## config.mk

```make
export PLATFORM = sky130hd
export DESIGN_NAME = mode_batch_sched
export DESIGN_NICKNAME = d
export VERILOG_FILES = /design/src/rtl/mode_batch_sched.sv
export SDC_FILE = /design/constraint.sdc
export NUM_CORES = 1
export LEC_CHECK = 0
export ABC_AREA = 1
export CORE_MARGIN = 2
export CORE_UTILIZATION = 40
export DETAILED_ROUTE_END_ITERATION = 10
export PLACE_DENSITY = 0.75
export SLEW_MARGIN = 10
export SYNTH_ARGS = -nofsm -noshare
export SYNTH_HDL_FRONTEND = slang
export SYNTH_SLANG_ARGS = --single-unit
```

## constraint.sdc

```tcl
create_clock -name clk -period 1.4 [get_ports clk]
set_input_delay 0.28 -clock clk [delete_from_list [all_inputs] [get_ports clk]]
set_output_delay 0.28 -clock clk [all_outputs]
set_load 0.005 [all_outputs]
```

## src/rtl/mode_batch_sched.sv

```systemverilog
// Batch scheduler for the shared histogram mode-finder.
// Each batch clears the histogram, streams exactly len_q samples from two
// requesters through a round-robin arbiter, waits for the unit to settle,
// then latches the mode and pulses done.
module mode_batch_sched #(
  parameter int unsigned LEN_W = 8
) (
  input  logic             clk,
  input  logic             rst,
  input  logic             start,
  input  logic [LEN_W-1:0] batch_len,
  input  logic             req0_valid,
  input  logic [7:0]       req0_data,
  output logic             req0_ready,
  input  logic             req1_valid,
  input  logic [7:0]       req1_data,
  output logic             req1_ready,
  output logic             mf_rst,
  output logic             mf_next,
  output logic [7:0]       mf_number,
  input  logic [7:0]       mf_out,
  output logic             busy,
  output logic             done,
  output logic [7:0]       mode,
  output logic [LEN_W-1:0] sample_cnt
);

  localparam int unsigned DATA_W = 8;

  typedef enum logic [2:0] {
    S_IDLE    = 3'd0,
    S_CLEAR   = 3'd1,
    S_RUN     = 3'd2,
    S_FLUSH   = 3'd3,
    S_CAPTURE = 3'd4
  } state_e;

  state_e            state_q, state_d;
  logic [LEN_W-1:0]  len_q, len_d;
  logic [LEN_W-1:0]  cnt_q, cnt_d;
  logic              last_grant_q, last_grant_d;
  logic              mf_next_q, mf_next_d;
  logic [DATA_W-1:0] mf_number_q, mf_number_d;
  logic              done_q, done_d;
  logic [DATA_W-1:0] mode_q, mode_d;

  logic              in_run_c;
  logic              grant_c;
  logic              xfer_c;
  logic [DATA_W-1:0] xfer_data_c;
  logic [LEN_W-1:0]  cnt_inc_c;

  // Round-robin grant: a lone requester always wins; contention goes to the
  // one not served last. With nobody valid the grant still points somewhere.
  always_comb begin
    grant_c = ~last_grant_q;
    if (req0_valid && req1_valid) begin
      grant_c = ~last_grant_q;
    end else if (req1_valid) begin
      grant_c = 1'b1;
    end else if (req0_valid) begin
      grant_c = 1'b0;
    end
  end

  // Handshake decode: only RUN offers ready, and only to the granted side.
  always_comb begin
    in_run_c    = (state_q == S_RUN);
    xfer_c      = in_run_c && (grant_c ? req1_valid : req0_valid);
    xfer_data_c = grant_c ? req1_data : req0_data;
    cnt_inc_c   = cnt_q + LEN_W'(1);
  end

  // Next-state and register-input logic for the batch sequence.
  always_comb begin
    state_d      = state_q;
    len_d        = len_q;
    cnt_d        = cnt_q;
    last_grant_d = last_grant_q;
    mf_next_d    = 1'b0;
    mf_number_d  = mf_number_q;
    done_d       = 1'b0;
    mode_d       = mode_q;
    case (state_q)
      S_IDLE: begin
        if (start) begin
          len_d   = batch_len;
          cnt_d   = '0;
          state_d = S_CLEAR;
        end
      end
      S_CLEAR: begin
        state_d = (len_q != '0) ? S_RUN : S_CAPTURE;
      end
      S_RUN: begin
        if (xfer_c) begin
          mf_number_d  = xfer_data_c;
          mf_next_d    = 1'b1;
          last_grant_d = grant_c;
          cnt_d        = cnt_inc_c;
          if (cnt_inc_c == len_q) begin
            state_d = S_FLUSH;
          end
        end
      end
      S_FLUSH: begin
        state_d = S_CAPTURE;
      end
      S_CAPTURE: begin
        mode_d  = mf_out;
        done_d  = 1'b1;
        state_d = S_IDLE;
      end
      default: begin
        state_d = S_IDLE;
      end
    endcase
  end

  // State and datapath registers with synchronous reset.
  always_ff @(posedge clk) begin
    if (rst) begin
      state_q      <= S_IDLE;
      len_q        <= '0;
      cnt_q        <= '0;
      last_grant_q <= 1'b1;
      mf_next_q    <= 1'b0;
      mf_number_q  <= '0;
      done_q       <= 1'b0;
      mode_q       <= '0;
    end else begin
      state_q      <= state_d;
      len_q        <= len_d;
      cnt_q        <= cnt_d;
      last_grant_q <= last_grant_d;
      mf_next_q    <= mf_next_d;
      mf_number_q  <= mf_number_d;
      done_q       <= done_d;
      mode_q       <= mode_d;
    end
  end

  // Histogram reset follows scheduler reset so an aborted batch leaves no residue.
  assign mf_rst     = rst || (state_q == S_CLEAR);
  assign req0_ready = in_run_c && !grant_c;
  assign req1_ready = in_run_c && grant_c;
  assign mf_next    = mf_next_q;
  assign mf_number  = mf_number_q;
  assign busy       = (state_q != S_IDLE);
  assign done       = done_q;
  assign mode       = mode_q;
  assign sample_cnt = cnt_q;

endmodule

```

==> impl_metrics.py <==
metrics = {
    "timing": {
        "slew_headroom_pct": 63.86,
        "fin_skew_ps": 5.651,
        "min_period_over_period_pct": 99.21,
        "worst_pin_slew_ps": 537.1,
        "hold_slack_ps": 467.4,
        "finalSetupTns_ps": 0,
        "final-setup-viol-count": 0,
        "fmax_mhz": 719.9,
        "slew_violations": 0,
        "period_minus_slack_ps": 1389,
        "rsz0062_at_grt": "yes",
        "finalHoldViolCount": 0,
    },
    "floorplan": {
        "die_y_um": 72.89,
        "num_rows": 25,
        "boundaryPins": 67,
        "die_w_um": 72.89,
        "die_area_um2": 5312,
        "core_area_um2": 4661,
        "start_util_pct": 40.72,
    },
    "clocking": {
        "cts_max_path_buffers": 2,
        "clk_latency_ps": 290,
        "cts.clk_slew.worst_paths_ps": 70,
        "cts_root_buffer": "clkbuf_8",
        "cts_buffers": 5,
        "cts_hold_buf": 0,
        "cts.sinks": 38,
        "cts_tree": "built",
        "cts_max_level": 2,
    },
    "worst_setup_path": {
        "path_depth": 12,
        "rr_worst_depth": 12,
        "cp.required_ps": 1630,
        "worstPathCellList": "buf_6 -> ha_4 -> buf_6 -> nand3_4 -> nand2_2 -> nand3_2 -> nand2_1 -> inv_1 -> nand2_1 -> nor2_2 -> nand3_2 -> a21oi_2",
        "worstPathArrival_ps": 1620,
        "critPathCaptureType": "register",
        "crit_family": "simple AND/OR/NAND/NOR gates",
        "path_max_fanout": 3,
        "max_stage_delay_ps": 330,
        "crit_path_start_kind": "register",
        "path_buf_inv": 3,
        "cp_slowest_cell": "dfxtp_2",
        "crit_type": "register to register",
    },
    "global_routing": {
        "antenna_found_initial": 0,
        "track_usage_pct": 20.49,
        "grt_pass1_wl_mm": 8.514,
        "grt_pass1_vias": 1988,
        "grt-ovfl-total": 0,
        "grt_start_max_net_pins": 27,
    },
    "power_and_ir_drop": {
        "p_int_w": 0.002232,
        "power_w": 0.003156,
        "switchingPower_w": 0.0009236,
        "max-vdd-ir-drop_mv": 0.5058,
        "p_sw_share_pct": 29.27,
        "power_frac_comb_pct": 29.5,
        "p_seq_share_pct": 40.4,
        "powerDensity_nw_per_um2": 1026,
        "leakagePower_nw": 1.503,
        "p_clk_share_pct": 30.2,
    },
    "cells_and_area": {
        "final_core_utilization_pct": 66.01,
        "synthToLayoutAreaGrowth_pct": 62.10,
        "final_layout_size_suffix_gt1_share_pct": 29.64,
        "antenna_cells": 0,
        "final_cell_count_no_fill": 415,
        "fin_nets": 399,
    },
    "yosys": {
        "syn_nets": 296,
        "synth.distinct_cells": 30,
        "ys_ff_latch": 38,
        "yosysWarnings": 0,
        "syn_avg_cell_area_um2": 7.357,
        "yosysSeqAreaShare_pct": 40.08,
        "synth_cells": 258,
        "syn_area_um2": 1898,
    },
    "run_status": {
        "status": "finished clean",
    },
    "min_path": {
        "hold_depth": 2,
        "hold_class": "register to register",
    },
    "routing": {
        "wl_per_cell_um": 12.53,
        "wl_mm": 5.199,
        "vias": 2064,
        "ant_nets": 0,
        "dr.pass1.iters": 4,
        "drt_iter0_markers": 106,
        "viasPerCell": 4.973,
        "drc_errors": 0,
    },
    "placement": {
        "place_inst": 394,
        "hpwl_mm": 3.703,
        "gp_congestion": 0.8434,
        "numPortBuffers": 66,
    },
    "job": {
        "cap_viol_max_count": 0,
    },
}
-- worst register-to-register path, delay by kind of cell, from the launching register on --
kind                       cells  cell delay (ps)
DFF                            1              330
and+or+nand+nor                7              440
adders and majority gates      1              170
AOI/OAI and AO/OA              1              100
buffers and inverters          3              270
-- layer usage --
| metal | up-vias | part of all wire (%) | track usage [%] |
|---|---|---|---|
| met5 | - | 0 | 0 |
| met1 | 933 | 41 | 22.80 |
| li1 | 1053 | - | - |
| met3 | 12 | 6.4 | 5.939 |
| met4 | 0 | 3.0 | 9.877 |
| met2 | 66 | 49 | 35.66 |
-- placed cells by master (no fill, tap or decap), types with 2 or more instances in the layout --
cell type	n
a21oi_1	14
nor2_4	6
inv_2	7
nand2_2	10
dfxtp_1	22
o21ai_1	8
nor2_1	27
buf_4	31
dlygate4sd2_1	21
dfxtp_2	13
buf_2	3
dfxtp_4	3
clkbuf_8	6
nand2_1	44
nand3_2	4
o21ai_2	2
xor2_1	3
inv_1	19
a31oi_1	8
nand3_1	22
dlymetal6s2s_1	6
nand4_1	4
clkdlybuf4s50_1	34
nor2_2	3
buf_12	2
o21ai_0	18
buf_6	5
nand2_4	3
-- worst paths after layout --
check                                                 from                 endpoint  slack (ps)
worst max register to register  sample_cnt[1]$_SDFFE_PP0P_  state_q[0]$_SDFFE_PP0P_          10
worst min register to register        mode[5]$_SDFFE_PP0P_     mode[5]$_SDFFE_PP0P_         470
worst max-delay path            sample_cnt[1]$_SDFFE_PP0P_  state_q[0]$_SDFFE_PP0P_          10
worst min-delay path                  mode[5]$_SDFFE_PP0P_     mode[5]$_SDFFE_PP0P_         470
-- metrics by stage --
step | setup slack [ps] | instance area (µm²)
after floorplan | 16.25 | 1911
after global placement | -443.8 | 2783
after detailed placement | -489.0 | 2783
after CTS | -34.51 | 3023
after global routing | -88.64 | 3077
final | 11.00 | 3077
-- synthesized netlist by cell type --
cell type	count	area, µm²
inv_1	20	75.07
nand2_2	5	31.28
o21ai_0	20	100.1
nor2_1	30	112.6
a21oi_2	1	8.760
nor2_4	5	56.30
a21oi_1	14	70.07
o21ai_1	7	35.03
nand4_1	4	25.02
nor4_1	1	6.260
nor2_2	1	6.260
nand2_1	49	183.9
o21ai_2	1	8.760
nor2_8	1	20.02
buf_6	4	45.04
nand3_2	1	10.01
clkbuf_1	1	3.750
xor2_1	3	26.28
buf_1	2	7.510
xnor3_1	1	22.52
buf_2	1	5.000
nand3_1	26	130.1
a211oi_2	1	12.51
a31oi_1	8	50.05
inv_4	1	6.260
dfxtp_1	38	760.7
inv_2	7	26.28
ha_1	1	12.51
or2_1	1	6.260
nand2_4	3	33.78
-- flip-flops by register name, summed over array words and instances, names as in the netlist --
| name | cells |
|---|---|
| last_grant_q | 1 |
| sample_cnt | 8 |
| mode | 8 |
| mf_number | 8 |
| mf_next | 1 |
| done | 1 |
| state_q | 3 |
| len_q | 8 |
-- logic make-up (layout without fill, tap and decap cells) --
family | Yosys count | count (layout) | synth area share (%)
and+or+nand+nor | 127 | 127 | 32.76
DFF | 38 | 38 | 40.08
buffers and inverters | 36 | 139 | 8.899
xor gates and xnor gates | 4 | 4 | 2.571
adders and majority gates | 1 | 1 | 0.6591
AOI/OAI and AO/OA | 52 | 52 | 15.03
-- area by class of cell --
class / count / area (µm²)
clock buffer: 6 / 82.58
sequential: 38 / 788.3
fill: 392 / 1584
clock inverter: 1 / 30.03
timing repair buffer: 104 / 958.4
inverter: 28 / 112.6
tap: 54 / 67.56
multi-input combinational: 184 / 1037
-- power by group through the flow --
stage | clock network [W] | logic (W) | registers, W
detailed placement | 0 | 0.000900 | 0.00130
global placement | 0 | 0.000885 | 0.00129
global route | 0.00102 | 0.00103 | 0.00129
floorplan | 0 | 0.000462 | 0.00129
finish | 0.000952 | 0.000929 | 0.00127
CTS | 0.000975 | 0.000916 | 0.00127
-- repair_timing --
action | 4_1_cts | 5_1_grt
pin swaps | 14 | 12
setup endpoints to repair | 36 | 25
buffers inserted | 12 | 3
resized for setup | 71 | 17
(Power assumes the default switching activity.)
